**src/rtl/fetch_pkg.sv**
```systemverilog
// fetch_pkg: shared types and default addresses for the instruction-fetch stage.
package fetch_pkg;

    typedef enum logic [1:0] {FETCH, WAIT, DRAIN} fetch_state_t;

    typedef struct packed {
        logic [31:0] pc;
        logic [31:0] instr;
    } fq_entry_t;

    localparam logic [31:0] DEF_INIT_ADDR  = 32'h0000_1000;
    localparam logic [31:0] DEF_EXCPT_ADDR = 32'h0000_2000;

endpackage

```
**src/rtl/fetch_queue.sv**
```systemverilog
// fetch_queue: synchronous FIFO of fetched {pc, instr} entries with flush.
// Head is read from registered storage, so a push is visible one cycle later.
module fetch_queue
    import fetch_pkg::*;
#(
    parameter int DEPTH = 4,
    localparam int AW = $clog2(DEPTH)
) (
    input  logic        clock,
    input  logic        reset,
    input  logic        push_i,
    input  logic        pop_i,
    input  logic        flush_i,
    input  fq_entry_t   data_i,
    output fq_entry_t   data_o,
    output logic        full_o,
    output logic        empty_o,
    output logic [AW:0] count_o
);
    fq_entry_t     mem_q [DEPTH];
    logic [AW-1:0] rd_q, wr_q;
    logic [AW:0]   cnt_q;
    logic          do_push, do_pop;

    assign do_push = push_i & !flush_i & !full_o;
    assign do_pop  = pop_i & !flush_i & !empty_o;
    assign data_o  = mem_q[rd_q];
    assign empty_o = cnt_q == '0;
    assign full_o  = cnt_q == (AW+1)'(DEPTH);
    assign count_o = cnt_q;

    // Flush overrides any same-cycle push or pop.
    always_ff @(posedge clock) begin
        if (reset || flush_i) begin
            rd_q  <= '0;
            wr_q  <= '0;
            cnt_q <= '0;
        end else begin
            if (do_push) begin
                mem_q[wr_q] <= data_i;
                wr_q        <= wr_q + AW'(1);
            end
            if (do_pop)
                rd_q <= rd_q + AW'(1);
            cnt_q <= cnt_q + {{AW{1'b0}}, do_push} - {{AW{1'b0}}, do_pop};
        end
    end

endmodule

```
**src/rtl/fetch_unit.sv**
```systemverilog
// fetch_unit: fetch PC, single-outstanding I-cache requester and fetch queue to ID.
// Define FETCH_PERF_EN to build the performance counters; otherwise they read 0.
module fetch_unit
    import fetch_pkg::*;
#(
    parameter int          FQ_DEPTH   = 4,
    parameter logic [31:0] INIT_ADDR  = DEF_INIT_ADDR,
    parameter logic [31:0] EXCPT_ADDR = DEF_EXCPT_ADDR
) (
    input  logic        clock,
    input  logic        reset,
    input  logic        excpt_i,
    input  logic        redirect_i,
    input  logic [31:0] redirect_target_i,
    output logic        ic_req_valid_o,
    output logic [31:0] ic_req_addr_o,
    input  logic        ic_req_ready_i,
    input  logic        ic_rsp_valid_i,
    input  logic [31:0] ic_rsp_instr_i,
    output logic        id_valid_o,
    output logic [31:0] id_pc_o,
    output logic [31:0] id_instr_o,
    input  logic        id_ready_i,
    output logic [31:0] perf_icstall_o,
    output logic [31:0] perf_redirect_o,
    output logic [31:0] perf_starve_o
);
    localparam int AW = $clog2(FQ_DEPTH);

    fetch_state_t state_q, state_d;
    logic [31:0]  pc_q, pc_d, req_pc_q;
    logic         flush, req_hs, push, full, empty;
    logic [AW:0]  count;
    fq_entry_t    head;

    assign flush  = excpt_i | redirect_i;
    // Space check ignores a same-cycle pop on purpose: it keeps the response path short.
    assign ic_req_valid_o = !flush & !reset &
        ((state_q == FETCH & !full) |
         (state_q == WAIT & ic_rsp_valid_i & count < (AW+1)'(FQ_DEPTH - 1)));
    assign ic_req_addr_o = pc_q;
    assign req_hs = ic_req_valid_o & ic_req_ready_i;
    assign push   = state_q == WAIT & ic_rsp_valid_i & !flush;
    assign pc_d   = excpt_i ? EXCPT_ADDR : redirect_i ? redirect_target_i : req_hs ? pc_q + 32'd4 : pc_q;

    always_comb begin
        state_d = state_q;
        unique case (state_q)
            FETCH:   state_d = req_hs ? WAIT : FETCH;
            WAIT:    state_d = ic_rsp_valid_i ? (req_hs ? WAIT : FETCH) : (flush ? DRAIN : WAIT);
            DRAIN:   state_d = ic_rsp_valid_i ? FETCH : DRAIN;
            default: state_d = FETCH;
        endcase
    end

    always_ff @(posedge clock) begin
        if (reset) begin
            state_q  <= FETCH;
            pc_q     <= INIT_ADDR;
            req_pc_q <= '0;
        end else begin
            state_q <= state_d;
            pc_q    <= pc_d;
            if (req_hs)
                req_pc_q <= pc_q;
        end
    end

    fetch_queue #(.DEPTH(FQ_DEPTH)) u_fq (
        .clock   (clock),
        .reset   (reset),
        .push_i  (push),
        .pop_i   (id_valid_o & id_ready_i & !flush),
        .flush_i (flush),
        .data_i  ('{pc: req_pc_q, instr: ic_rsp_instr_i}),
        .data_o  (head),
        .full_o  (full),
        .empty_o (empty),
        .count_o (count)
    );

    assign id_valid_o = !empty;
    assign id_pc_o    = empty ? '0 : head.pc;
    assign id_instr_o = empty ? '0 : head.instr;

`ifdef FETCH_PERF_EN
    logic [31:0] icstall_q, redirect_q, starve_q;
    always_ff @(posedge clock) begin
        if (reset) begin
            icstall_q  <= '0;
            redirect_q <= '0;
            starve_q   <= '0;
        end else begin
            icstall_q  <= icstall_q + {31'd0, state_q == WAIT & !ic_rsp_valid_i};
            redirect_q <= redirect_q + {31'd0, flush};
            starve_q   <= starve_q + {31'd0, !id_valid_o};
        end
    end
    assign perf_icstall_o  = icstall_q;
    assign perf_redirect_o = redirect_q;
    assign perf_starve_o   = starve_q;
`else
    assign perf_icstall_o  = '0;
    assign perf_redirect_o = '0;
    assign perf_starve_o   = '0;
`endif

    rsp_in_fetch: assert property (@(posedge clock) disable iff (reset) !(state_q == FETCH && ic_rsp_valid_i));

endmodule

```
**config.mk**
```make
export PLATFORM = sky130hd
export DESIGN_NAME = fetch_unit
export DESIGN_NICKNAME = d
export VERILOG_FILES = /design/src/rtl/fetch_pkg.sv /design/src/rtl/fetch_queue.sv /design/src/rtl/fetch_unit.sv
export SDC_FILE = /design/constraint.sdc
export NUM_CORES = 1
export LEC_CHECK = 0
export CORE_AREA = 2 2 204 206
export DETAILED_ROUTE_END_ITERATION = 7
export DIE_AREA = 0 0 206 208
export GPL_ROUTABILITY_DRIVEN = 0
export HOLD_SLACK_MARGIN = 0.15
export PLACE_DENSITY = 0.58
export SYNTH_ARGS = -nofsm -noshare
export SYNTH_HDL_FRONTEND = slang
export SYNTH_SLANG_ARGS = --single-unit
```
**constraint.sdc**
```tcl
create_clock -name clock -period 5.2 [get_ports clock]
set_clock_uncertainty 0.2 [all_clocks]
set_input_delay 0.52 -clock clock [delete_from_list [all_inputs] [get_ports clock]]
set_output_delay 0.52 -clock clock [all_outputs]
set_load 0.02 [all_outputs]
```
### Word level (Yosys, flattened, before mapping)

Memories as Yosys holds them, arrays and structs flattened. A register that Yosys moved wholly into a read port is not among the register bits.
Cells that the tools add are included.

* memories kept: 1
* word-level logic and storage cells: 57
* input port bits: 71
* RAM bits: 256
* flip-flop bits (word level): 73

Memory list
* u_fq.mem_q: depth 4, width 64, read ports 1, clocked after Yosys merged registers in 1, wr ports 1, line fetch_queue.sv:20 `fq_entry_t mem_q [DEPTH];`

* $lt $le $gt $ge: 1
* $add $sub $neg: 5
* mux-type cells: 15
* equality and inequality tests: 3
* reductions and logical operators: 10
* bitwise logic cells: 15

Operators with widths (number)
* $mux W32: 4
* $add A32 B3 Y32 const B: 1
* $mux W14: 1
* $and A1 B1 Y1: 13
* $mux W2: 5
* $pmux W2 S3: 1
* $add A2 B1 Y2 const B: 2
* $logic_not A1 Y1: 4
* $mux W1: 4
* $add A3 B1 Y3: 1
* $eq A3 B3 Y1 const B: 1
* $logic_not A3 Y1: 1
* $lt A3 B2 Y1 const B: 1
* $reduce_bool A3 Y1: 1
* $sub A3 B1 Y3: 1
* $eq A2 B1 Y1 const B: 1
* $eq A2 B2 Y1 const B: 1
* $logic_not A2 Y1: 1
* $or A1 B1 Y1: 2
* $reduce_bool A2 Y1: 1
* $reduce_or A2 Y1: 1
* $logic_or A1 B1 Y1: 1

### Depth between registers and ports, before layout

* depth in word-level cells: 9
* depth in mapped cells: 9

### Modules after synthesis

From an unflattened synthesis, not the netlist that was laid out.

* cell total of the unflattened synthesis: 933
* area total of the unflattened synthesis: 13948.4 sq um

By module, submodules not included
* fetch_queue: cells each 384, sequential area each 7867.5 sq um, area an instance 9736.8 sq um, instances 1
* fetch_unit: cells each 549, sequential area each 1321.3 sq um, area an instance 4211.5 sq um, instances 1

### Least setup slack after synthesis

Ideal clock, no wire load.

* kind: input -> register
* from: in redirect_i
* to: mem u_fq.mem_q[0][0] (netlist name), enable pin
* arrival time: 2.839 ns
* path slack: 1.732 ns
* stages on the path: 5
* data required time: 4.571 ns
* buffers on the path: 1
* cell sequence: buf_2 > nor2_1 > nand4_1 > nor2_1 > and2_1

* word-level cells in the longest chain between the ends: 8

RTL lines
* from (decl): line fetch_unit.sv:13 `input logic redirect_i,`
* $or A1 B1 Y1 (*): line fetch_unit.sv:36 `assign flush = excpt_i | redirect_i;`
* $logic_not A1 Y1: line fetch_queue.sv:25, fetch_unit.sv:43
* $and A1 B1 Y1: line fetch_unit.sv:43 `assign push = state_q == WAIT & ic_rsp_valid_i & !flush;`
* $and A1 B1 Y1 (2 in a row): line fetch_queue.sv:25 `assign do_push = push_i & !flush_i & !full_o;`
* $mux W1: line fetch_queue.sv:39 `if (do_push) begin`
* $mux W1 (*): line fetch_queue.sv:34 `if (reset || flush_i) begin`
* $mux W1 (not written as such) (*): line fetch_queue.sv:40 `mem_q[wr_q] <= data_i;`
* to (decl): line fetch_queue.sv:20

Mark *: on every way between the ends. The rest lies on a longest branch, timed or not.

### Worst setup path after layout

* from: reg u_fq.cnt_q[2], in the netlist u_fq.count_o[2]
* to: out ic_req_valid_o

* word-level cells in the longest chain between the ends: 5

RTL lines
* from (decl): line fetch_queue.sv:22 `logic [AW:0] cnt_q;`
* from (signal assigned): line fetch_queue.sv:45 `cnt_q <= cnt_q + {{AW{1'b0}}, do_push} - {{AW{1'b0}}, do_pop};`
* parallel branches: the longest is 3 deep, another holds $lt A3 B2 Y1
* $or A1 B1 Y1 (*): line fetch_unit.sv:39 `((state_q == FETCH & !full) |`
* $and A1 B1 Y1 (*): line fetch_unit.sv:38 `assign ic_req_valid_o = !flush & !reset &`
* to (decl): line fetch_unit.sv:15 `output logic ic_req_valid_o,`

Mark *: on every way between the ends.

==> qor.yml <==
critical_path:
  rrSetupSlack_ns: 2.22
  crit_path_end_kind: "output pin"
  worstSetupStartpointType: "flip-flop"
  cp.arrival_ns: 2.93
  critPathKind: "reg -> out"
  worst_ep_required_time_ns: 4.48
  worst-path-max-fanout: 9
routing:
  detail-route-antenna-nets: 0
  vias: 8166
  wl_per_cell_um: 19.5
  drtIter0Drc: 474
  wirelength_um: 33000
  drc: 0
  avgViaCountPerCell: 4.83
  drtPass1Iterations: 5
power:
  ir_drop_uv: 173
  clockPowerShare: 0.436
  cellLeakagePower_uw: 0.00534
  pwr-share-comb: 0.042
  netSwitchingPower_uw: 1170
  power_density_nw_per_um2: 322
  p_int_uw: 4310
  swShare: 0.214
  power.share.sequential: 0.522
timing:
  rsz0062_at_grt: "no"
  fin_setup_tns_ns: 0
  fin_crit_ns: 3.65
  finalMaxSlewViolations: 0
  worstMarginPinSlew_ns: 0.913
  setup_viol: 0
  layout_setup_ws_ns: 1.55
  post-route-period-util: 0.703
  fmax_ghz: 0.274
  hold_viol: 0
  max_slew_margin: 0.390
synthesis:
  synth_top_cell_area_share: 0.548
  synth_cells: 956
  dominantRegCellSynth: "edfxtp_1"
  synth_area_leaders: "edfxtp_1 (55%), dfxtp_1 (11%), mux4_2 (10%), buf_4 (5.2%), and2_1 (3.0%)"
  synth_area_um2: 14000
  synth_seq_cells: 331
  yosysTopAreaCell: "edfxtp_1"
  ys_seq_area_frac: 0.655
  synthArstFlopShare: 0
  syn_avg_cell_area_um2: 14.7
  ys.warnings.count: 0
  synth-edff-count: 256
  synth_cell_type_count: 64
grt:
  antenna_found_initial: 2
  grt_max_degree: 50
  grt_pass1_wl_um: 48900
  grt_overflow: 0
  grt_usage: 0.150
  grt_pass1_vias: 7914
clock_network:
  cts_tree: "yes"
  htreeDepth: 2
  clock_sinks: 331
  cts_setup_buffers: 0
  hold_buffers: 0
  root_buffer: "clkbuf_16"
  post_cts_resize_count: 0
  cts.path.max_buffers: 3
  clkLatencyLatePin_ns: 0.51
  cts.clk_slew.worst_paths_ns: 0.06
  numCtsBuffers: 38
cells_and_area:
  drive_gt1_frac: 0.131
  fill_cells: 3789
  regArea_um2: 9200
  multi_input_area_um2: 4140
  area_growth_pct: 21.2
  layout_common_cells: "edfxtp_1 (256), clkdlybuf4s50_1 (166), nand2_1 (101), conb_1 (96), dfxtp_1 (73)"
  final_common_cell: "edfxtp_1"
  fin_util: 0.419
  final_cell_area_um2: 17000
  layout.nets: 1208
  fin_cells: 1689
floorplan:
  start_util: 0.346
  design.core.area_um2: 40600
  io_pins: 265
  fp-row-count: 74
  die_area_um2: 42800
  die-width_um: 206
  die_y_um: 208
placement:
  placed_cells: 1620
  pre_cts_ws_ns: 1.47
  io_buffers: 168
  postPlaceCellArea_um2: 15900
  dp_hpwl_um: 20800
min_path:
  hp-class: "in -> reg"
flow_run:
  maxCapViolCount: 0
status:
  status: "finished clean"
-- kinds of logic (layout without fill, tap and decap cells) --
| logic type | Yosys count | in the layout | synth area share |
|---|---|---|---|
| AOI/OAI and AO/OA | 107 | 107 | 0.0516 |
| xor gates and xnor gates | 7 | 7 | 0.00437 |
| adders and majority gates | 9 | 9 | 0.00857 |
| buffers and inverters | 168 | 273 | 0.0764 |
| DFF | 331 | 331 | 0.655 |
| muxes | 71 | 71 | 0.108 |
| other | 1 | 97 | 0.000267 |
| and+or+nand+nor | 262 | 262 | 0.0956 |
-- per-stage QoR --
stage / power (µW) / hold WS, ns
3_5_place_dp: 3150 / 0.261
6_report: 5480 / 0.252
3_3_place_gp: 3140 / 0.264
5_1_grt: 5650 / 0.253
2_1_floorplan: 3090 / 0.259
4_1_cts: 5540 / 0.240
-- final cells by class --
type	instances	share of cell area
diodes	1	0.000147
well taps	532	0.0392
clock inverters	15	0.00471
repair buffers	184	0.106
multi-input cells	552	0.244
flip-flops and latches	331	0.541
clock buffers	53	0.0605
inverters	21	0.00464
-- critical path, stage by stage (launching register included) --
cell and delay, ns:
dfxtp_1 0.38, inv_1 0.09, ha_1 0.18, a21bo_2 0.21, a22o_1 0.40, nor3_1 0.47
clkdlybuf4s50_1 0.70
-- cells in the mapped netlist (all sizes together) (11+ instances only) --
cell / n
edfxtp: 256
buf: 117
nand2: 102
dfxtp: 75
and2: 70
mux4: 64
a21oi: 42
clkbuf: 30
nor2: 27
inv: 21
nand4: 17
nand3: 12
a31oi: 11
-- power groups by stage --
stage	Clock, µW	Sequential, µW	Combinational, µW
after floorplan	0	2920	172
after global placement	0	2920	228
after detailed placement	0	2920	229
after CTS	2450	2860	231
after global routing	2540	2860	247
final	2390	2860	231
-- worst paths after layout --
kind	from	end	cells past startpoint
worst max-delay path	u_fq.count_o[2]	ic_req_valid_o	6
worst min-delay path	reset	ic_req_addr_o[22]	4
worst max register to register	u_fq.count_o[1]	u_fq.count_o[2]	9
worst min register to register	flip-flop	req_pc_q[0]	2
-- metal layers --
metal  vias up  routed length [µm]  global-route usage
li1       3755                   -                   -
met1      4074               14200               0.202
met2       295               16000               0.251
met3        42                2220              0.0321
met4         0                 553              0.0308
met5         -                   0                   0
-- sequential cells by signal, summed over array words and instances (netlist names), named ones only --
signal,count
state_q,2
u_fq.wr_q,2
u_fq.mem_q,256
u_fq.rd_q,2
req_pc_q,32
u_fq.count_o,3
ic_req_addr_o,30
No activity file was read; power rests on OpenSTA's default activity.
